File: src/rtl/adc_packet_tagger.sv
// ADC packet tagger: frames a 64-bit sample stream into packets, each preceded
// by a timestamp tag word carrying the sample index of the packet's first sample.
module adc_packet_tagger #(
  parameter logic [6:0] TAG_TYPE_TIME = 7'h01,
  parameter int         LEN_W         = 16
) (
  input  logic             adc_clk,
  input  logic             adc_rst,
  input  logic             enable,
  input  logic [LEN_W-1:0] pkt_len,
  input  logic             s_valid,
  output logic             s_ready,
  input  logic [63:0]      s_data,
  output logic             m_valid,
  input  logic             m_ready,
  output logic [63:0]      m_data,
  output logic             m_tag_valid,
  output logic [6:0]       m_tag_type,
  output logic             m_last,
  output logic [63:0]      sample_count,
  output logic [31:0]      pkt_count
);

  typedef enum logic [1:0] {IDLE, TAG, DATA} state_t;

  state_t           state_q, state_d;
  logic [LEN_W-1:0] len_q, len_d;
  logic [LEN_W-1:0] rem_q, rem_d;
  logic             m_valid_q, m_valid_d;
  logic [63:0]      m_data_q, m_data_d;
  logic             m_tag_valid_q, m_tag_valid_d;
  logic [6:0]       m_tag_type_q, m_tag_type_d;
  logic             m_last_q, m_last_d;
  logic [63:0]      sample_count_q, sample_count_d;
  logic [31:0]      pkt_count_q, pkt_count_d;

  logic             out_free;
  logic             accept;
  logic [LEN_W-1:0] eff_len;

  assign out_free = !m_valid_q || m_ready;
  assign s_ready  = (state_q == DATA) && out_free;
  assign accept   = s_valid && s_ready;
  assign eff_len  = (pkt_len == '0) ? LEN_W'(1) : pkt_len;

  always_comb begin
    state_d        = state_q;
    len_d          = len_q;
    rem_d          = rem_q;
    m_valid_d      = m_valid_q;
    m_data_d       = m_data_q;
    m_tag_valid_d  = m_tag_valid_q;
    m_tag_type_d   = m_tag_type_q;
    m_last_d       = m_last_q;
    sample_count_d = sample_count_q;
    pkt_count_d    = pkt_count_q;

    // Drain first; a load in the same cycle overrides it and keeps m_valid high.
    if (m_valid_q && m_ready) m_valid_d = 1'b0;

    case (state_q)
      IDLE: begin
        if (enable && s_valid && out_free) begin
          state_d = TAG;
          len_d   = eff_len;
          rem_d   = eff_len;
        end
      end
      TAG: begin
        // Entry from IDLE guarantees the output register is empty here.
        m_valid_d     = 1'b1;
        m_data_d      = sample_count_q;
        m_tag_valid_d = 1'b1;
        m_tag_type_d  = TAG_TYPE_TIME;
        m_last_d      = 1'b0;
        state_d       = DATA;
      end
      DATA: begin
        if (accept) begin
          m_valid_d      = 1'b1;
          m_data_d       = s_data;
          m_tag_valid_d  = 1'b0;
          m_tag_type_d   = 7'd0;
          m_last_d       = (rem_q == LEN_W'(1));
          sample_count_d = sample_count_q + 64'd1;
          rem_d          = rem_q - LEN_W'(1);
          if (rem_q == LEN_W'(1)) begin
            state_d     = IDLE;
            pkt_count_d = pkt_count_q + 32'd1;
          end
        end
      end
      default: state_d = IDLE;
    endcase
  end

  always_ff @(posedge adc_clk) begin
    if (adc_rst) begin
      state_q        <= IDLE;
      len_q          <= '0;
      rem_q          <= '0;
      m_valid_q      <= 1'b0;
      m_data_q       <= 64'd0;
      m_tag_valid_q  <= 1'b0;
      m_tag_type_q   <= 7'd0;
      m_last_q       <= 1'b0;
      sample_count_q <= 64'd0;
      pkt_count_q    <= 32'd0;
    end else begin
      state_q        <= state_d;
      len_q          <= len_d;
      rem_q          <= rem_d;
      m_valid_q      <= m_valid_d;
      m_data_q       <= m_data_d;
      m_tag_valid_q  <= m_tag_valid_d;
      m_tag_type_q   <= m_tag_type_d;
      m_last_q       <= m_last_d;
      sample_count_q <= sample_count_d;
      pkt_count_q    <= pkt_count_d;
    end
  end

  assign m_valid      = m_valid_q;
  assign m_data       = m_data_q;
  assign m_tag_valid  = m_tag_valid_q;
  assign m_tag_type   = m_tag_type_q;
  assign m_last       = m_last_q;
  assign sample_count = sample_count_q;
  assign pkt_count    = pkt_count_q;

endmodule

File: config.mk
export PLATFORM = sky130hd
export DESIGN_NAME = adc_packet_tagger
export DESIGN_NICKNAME = d
export VERILOG_FILES = /design/src/rtl/adc_packet_tagger.sv
export SDC_FILE = /design/constraint.sdc
export NUM_CORES = 1
export LEC_CHECK = 0
export CORE_MARGIN = 5
export CORE_UTILIZATION = 52
export CTS_CLUSTER_SIZE = 28
export DETAILED_ROUTE_END_ITERATION = 12
export PLACE_DENSITY = 0.85
export SYNTH_ARGS = -nofsm -noshare
export SYNTH_HDL_FRONTEND = slang
export SYNTH_SLANG_ARGS = --single-unit
File: constraint.sdc
create_clock -name adc_clk -period 5 [get_ports adc_clk]
set_input_delay 1 -clock adc_clk [delete_from_list [all_inputs] [get_ports adc_clk]]
set_output_delay 1 -clock adc_clk [all_outputs]
set_load 0.01 [all_outputs]
==> qor.yml, run 1 <==
critical_path:
  cp_slowest_stage_delay_ns: 0.57
  setup.worst_path.start_class: "flip-flop"
  worstSetupPathDepth: 5
  path_max_fanout: 23
  cpLargestDelayFamily: "buffers and inverters"
  crit_chain: "inv_1 -> ha_4 -> clkinv_1 -> nor2_1 -> clkdlybuf4s50_1"
  arrival_ns: 2.58
  crit_slowest_cell: "clkdlybuf4s50_1"
  end_kind: "primary output"
  crit_type: "flip-flop to primary output"
  reg2reg_depth: 8
  cp.buffers_inverters: 3
  required_ns: 4.00
cells_and_area:
  num-nets-final: 1325
  drive_above_1_share_pct: 4.42
  regArea_um2: 3620
  area.growth.synth_to_final_pct: 36.6
  multiInputGateArea_um2: 4690
  n_fill_cell: 1287
grt:
  antenna_found_initial: 0
  grtUsageMet1_pct: 31.8
  grt_overflow_total: 0
  use_met2_pct: 40.3
  grt_first_pass_wirelength_mm: 40.2
  grtUsageMet3_pct: 6.86
  track_usage_pct: 24.7
  grt_max_degree: 144
  first_global_vias: 8022
  grt_busiest_layer: "met2"
route:
  dr_total_vias: 8457
  drt_first_pass_iters: 5
  wl_per_cell_um: 16.7
  drcViolationCount: 0
  vias_per_cell: 5.77
  first_iter_violations: 535
  routed_wl_mm: 24.5
  antenna_left: 0
worst_hold_path:
  min_path_cells: 2
  min_path_type: "flip-flop to flip-flop"
clock_network:
  cts.sinks: 181
  post_cts_buffers: 0
  cts_made_buffers: 17
  clk_pin_slew_ns: 0.06
  clk_latency_ns: 0.43
  htree_levels: 4
  cts_resized: 0
  root_buffer: "clkbuf_16"
  hold_buffers: 0
  cts_tree: "built"
  cts_buffer_depth: 2
pwr:
  p_leak_uw: 0.00371
  p_per_area_nw_per_um2: 408
  ir_worst_vdd_uv: 452
  finalPower_uw: 4830
sta:
  drv_slew: 0
  fin_ws_ns: 1.42
  worst_pin_slew_ns: 1.22
  slew_headroom_pct: 18.9
  rsz0062_at_grt: "false"
  fmax_mhz: 279
  hold_violations: 0
  setup_violations: 0
  finalCritPeriodShare_pct: 71.7
  clock_skew_ns: 0.0123
  finalSetupTns_ns: 0
  timing.hold.ws_ns: 0.480
  period_needed_ns: 3.58
floorplanning:
  dieArea_um2: 19400
  top_level_ports: 256
  initial_core_util_pct: 52.7
  row_count: 47
  core-area_um2: 16500
  fp.dieW_um: 139
  die_height_um: 139
yosys:
  ys_top_cells_by_area: "dfxtp_1, mux2i_1, a211oi_1, a21oi_1, nor2_1"
  synth_warnings: 0
  synth_most_common_cell: "dfxtp_1"
  synth.distinct_cells: 53
  async_flop_share_pct: 0
  netlist_top_cells_count: "dfxtp_1, nor2_1, a21oi_1"
  synth_edf_count: 0
  ys.flop_type: "dfxtp_1"
  synth_seq_area_share_pct: 41.8
  synth_cells: 1025
  synth-seq-cells: 181
  synth.top_cell.area_share_pct: 41.8
  syn-mean-instance-area_um2: 8.46
  yosysTopAreaCell: "dfxtp_1"
  syn-cell-area_um2: 8670
place:
  hpwl_mm: 17.4
  finalWeightedCongestion: 0.808
  io_buffer_count: 249
  pre_cts_ws_ns: 1.43
run_status:
  status: "complete, no violations"
job:
  max_cap_viol_count: 0
-- power by group --
group	leakage, µW	total [µW]	switching, µW	internal [µW]
sequential	0.00147	1840	150	1690
combinational	0.00195	1610	823	791
clock	0.000294	1370	614	759
-- flip-flops by register name (all words and copies together) (netlist names) --
name and flops:
m_data 64, sample_count 64, pkt_count 32, rem_q 16, state_q 2, m_last 1, m_tag_type 1, m_valid 1
-- worst paths after layout --
path	startpoint	endpoint	slack, ns
setup / recovery	state_q[0]	s_ready	1.42
hold / removal	m_last	m_last	0.48
setup reg to reg	state_q[0]	rem_q[4]	1.65
hold reg to reg	m_last	m_last	0.48
-- placed cells by master (no fill, tap or decap), types with 3 or more instances in the layout --
cell type,netlist,final
or4_1,21,21
a21oi_1,86,86
and3_1,15,15
nor2_1,110,110
or3_1,39,39
o32ai_1,3,3
mux2i_1,67,67
o22ai_1,3,3
and2_1,7,7
o21ai_0,53,53
clkbuf_16,0,17
a211oi_1,69,69
conb_1,1,6
nand2b_1,6,6
dfxtp_1,181,181
nor2b_1,4,4
clkdlybuf4s50_1,0,248
xor2_1,18,18
inv_1,23,23
and4_1,13,13
o31ai_1,23,23
nor3_1,11,9
nand3_1,35,35
nand4b_1,3,3
ha_1,8,7
nand4_1,45,45
inv_6,0,8
xnor2_1,12,12
buf_4,7,9
nand2_1,56,55
nor4_1,9,9
-- per-layer routing --
| layer | up-vias | wire length (µm) |
|---|---|---|
| met3 | 31 | 2040 |
| met1 | 3939 | 10700 |
| li1 | 4187 | - |
| met2 | 300 | 11300 |
| met4 | 0 | 431 |
| met5 | - | 0 |
-- cell type report --
cell class / instances / share of cell area, %
Inverter: 24 / 0.760
Tap cell: 220 / 2.32
Sequential cell: 181 / 30.6
Clock inverter: 15 / 1.50
Antenna cell: 1 / 0.0211
Timing Repair Buffer: 258 / 21.6
Clock buffer: 17 / 3.59
Multi-Input combinational cell: 750 / 39.6
-- cells by family after synthesis --
| logic type | Yosys count | share of synthesized area (%) |
|---|---|---|
| mux | 68 | 7.86 |
| other cells | 1 | 0.0432 |
| fa+ha+maj | 8 | 1.15 |
| simple gates | 385 | 23.5 |
| compound gates | 253 | 18.0 |
| buf+inv | 99 | 4.69 |
| xor+xnor | 30 | 3.03 |
| flops | 181 | 41.8 |
-- stage by stage --
| stage | util (%) | cells | instance area [µm²] |
|---|---|---|---|
| after floorplan | - | 1030 | 8690 |
| after global placement | 68.3 | 1433 | 11200 |
| after detailed placement | 68.3 | 1433 | 11200 |
| after CTS | 71.9 | 1465 | 11800 |
| after global routing | 71.9 | 1465 | 11800 |
| final | 72.0 | 1466 | 11800 |
-- worst register-to-register path, cell delays in order, from the launching register on --
cell and delay, ns:
dfxtp_1 0.32, inv_1 0.14, ha_4 0.40, buf_4 0.93, mux2_2 0.37, and3_1 0.62
o21ai_0 0.22, a22oi_1 0.19, nor2_1 0.05
No activity file was read; power rests on OpenSTA's default activity.
==> run 2: changes to the inputs <==
--- a/config.mk
+++ b/config.mk
@@ -6,10 +6,10 @@
 export NUM_CORES = 1
 export LEC_CHECK = 0
 export CORE_MARGIN = 5
-export CORE_UTILIZATION = 52
+export CORE_UTILIZATION = 43
 export CTS_CLUSTER_SIZE = 28
 export DETAILED_ROUTE_END_ITERATION = 12
-export PLACE_DENSITY = 0.85
+export PLACE_DENSITY = 0.75
 export SYNTH_ARGS = -nofsm -noshare
 export SYNTH_HDL_FRONTEND = slang
 export SYNTH_SLANG_ARGS = --single-unit
==> constraint.sdc (replaced) <==
create_clock -name adc_clk -period 2.9 [get_ports adc_clk]
set_input_delay 0.58 -clock adc_clk [delete_from_list [all_inputs] [get_ports adc_clk]]
set_output_delay 0.58 -clock adc_clk [all_outputs]
set_load 0.01 [all_outputs]
==> run 2 against run 1 <==
Critical path depth fell by 1; power rose by 77%; worst setup slack got worse by 1.2 ns; first-iteration DRC count fell by 1.9%; final cell count rose by 5.3%; register-to-register slack got worse by 1.4 ns; combinational power rose by 77%; worst hold slack improved by 0.0080 ns; clock power rose by 84%; largest power group unchanged.
==> qor.yml, run 2 (synthesized netlist as in run 1, its figures left out) <==
pwr:
  p_sw_uw: 2730
  switching_share_pct: 32.0
  p_leak_uw: 0.00389
  intPower_uw: 5810
  ir_worst_vdd_uv: 536
  p_per_area_nw_per_um2: 700
  pwr-share-clk_pct: 29.5
  p_seq_share_pct: 37.2
  power_frac_comb_pct: 33.4
grt:
  grt_max_degree: 95
  antenna_found_initial: 0
  track_usage_pct: 21.6
  first_global_vias: 8207
  grt_overflow_total: 0
  grt_first_pass_wirelength_mm: 42.4
clock_network:
  cts_made_buffers: 17
  hold_buffers: 0
  cts.sinks: 181
  root_buffer: "clkbuf_16"
  post_cts_buffers: 0
  clk_latency_ns: 0.43
  cts_resized: 0
  htree_levels: 4
  cts_tree: "built"
  clk_pin_slew_ns: 0.07
  cts_buffer_depth: 2
route:
  dr_total_vias: 8520
  first_iter_violations: 525
  drt_first_pass_iters: 4
  antenna_left: 0
  wl_per_cell_um: 16.5
  vias_per_cell: 5.52
  drcViolationCount: 0
  routed_wl_mm: 25.4
floorplanning:
  initial_core_util_pct: 43.3
  row_count: 52
  die_height_um: 152
  fp.dieW_um: 152
  top_level_ports: 256
  dieArea_um2: 23100
  core-area_um2: 20000
sta:
  worst_pin_slew_ns: 0.681
  rsz0062_at_grt: "false"
  hold_violations: 0
  drv_slew: 0
  fmax_mhz: 375
  setup_violations: 0
  period_needed_ns: 2.67
  timing.hold.ws_ns: 0.487
  clock_skew_ns: 0.0139
  finalSetupTns_ns: 0
  finalCritPeriodShare_pct: 92.0
  slew_headroom_pct: 54.6
critical_path:
  required_ns: 2.32
  path_max_fanout: 5
  end_kind: "primary output"
  setup.worst_path.start_class: "primary input"
  crit_type: "primary input to primary output"
  regToRegSetupSlack_ns: 0.26
  arrival_ns: 2.09
cells_and_area:
  num-nets-final: 1353
  diodes: 0
  n_fill_cell: 1806
  layout_common_cells: "clkdlybuf4s50_1, dfxtp_1, nor2_1, a21oi_1, a211oi_1"
  final_common_cell: "clkdlybuf4s50_1"
  area.growth.synth_to_final_pct: 40.7
  drive_above_1_share_pct: 6.44
place:
  finalWeightedCongestion: 0.837
  io_buffer_count: 249
  hpwl_mm: 18.1
run_status:
  status: "complete, no violations"
worst_hold_path:
  min_path_type: "flip-flop to flip-flop"
job:
  max_cap_viol_count: 0
-- run 2: changes by cell type in the layout (fill, tap and decap cells not counted), sizes merged --
| cell | delta |
|---|---|
| buf | +28 |
| inv | -5 |
| bufinv | +2 |
| clkbuf | +2 |
| clkinv | +1 |
| diode | -1 |
-- run 2: final timing paths --
kind                                  startpoint          endpoint  cells past startpoint
worst min-delay path                   rem_q[11]         rem_q[11]                      2
worst max register to register  sample_count[26]  sample_count[58]                      5
worst max-delay path                     m_ready           s_ready                      4
worst min register to register         rem_q[11]         rem_q[11]                      2
-- run 2: critical path, stage by stage --
cell and delay, ns:
clkdlybuf4s50_1 0.43, nor2b_1 0.45, nor2_1 0.10, clkdlybuf4s50_1 0.52
-- run 2: through the flow --
stage          utilization, %  cell area, µm²  std cells  setup slack (ns)  power, µW
4_1_cts                  60.9           12200       1543             0.256       8610
3_5_place_dp             57.7           11600       1511             0.182       6090
5_1_grt                  60.9           12200       1543             0.131       9040
3_3_place_gp             57.7           11600       1511             0.222       6020
2_1_floorplan               -            8690       1030             0.374       4780
6_report                 60.9           12200       1543             0.233       8540
-- run 2: power groups by stage --
stage,Combinational (µW),Sequential (µW),Clock [µW]
2_1_floorplan,1400,3370,0
5_1_grt,3130,3240,2670
6_report,2850,3170,2520
3_5_place_dp,2860,3230,0
3_3_place_gp,2810,3220,0
4_1_cts,2880,3180,2550
-- run 2: metal layers --
| layer | share of wire (%) | up-vias | GRT usage, % |
|---|---|---|---|
| met1 | 44 | 4013 | 27.6 |
| met5 | 0 | - | 0 |
| li1 | - | 4249 | - |
| met2 | 48 | 228 | 36.7 |
| met3 | 5.8 | 30 | 4.95 |
| met4 | 1.5 | 0 | 5.99 |
-- run 2: final cells by class --
| type | count | area [µm²] | share of cell area, % |
|---|---|---|---|
| tap | 270 | 338 | 2.77 |
| timing repair buffer | 286 | 2820 | 23.1 |
| clock buffer | 19 | 443 | 3.63 |
| multi-input combinational | 750 | 4690 | 38.5 |
| clock inverter | 13 | 193 | 1.58 |
| sequential | 181 | 3620 | 29.7 |
| inverter | 24 | 90.1 | 0.738 |
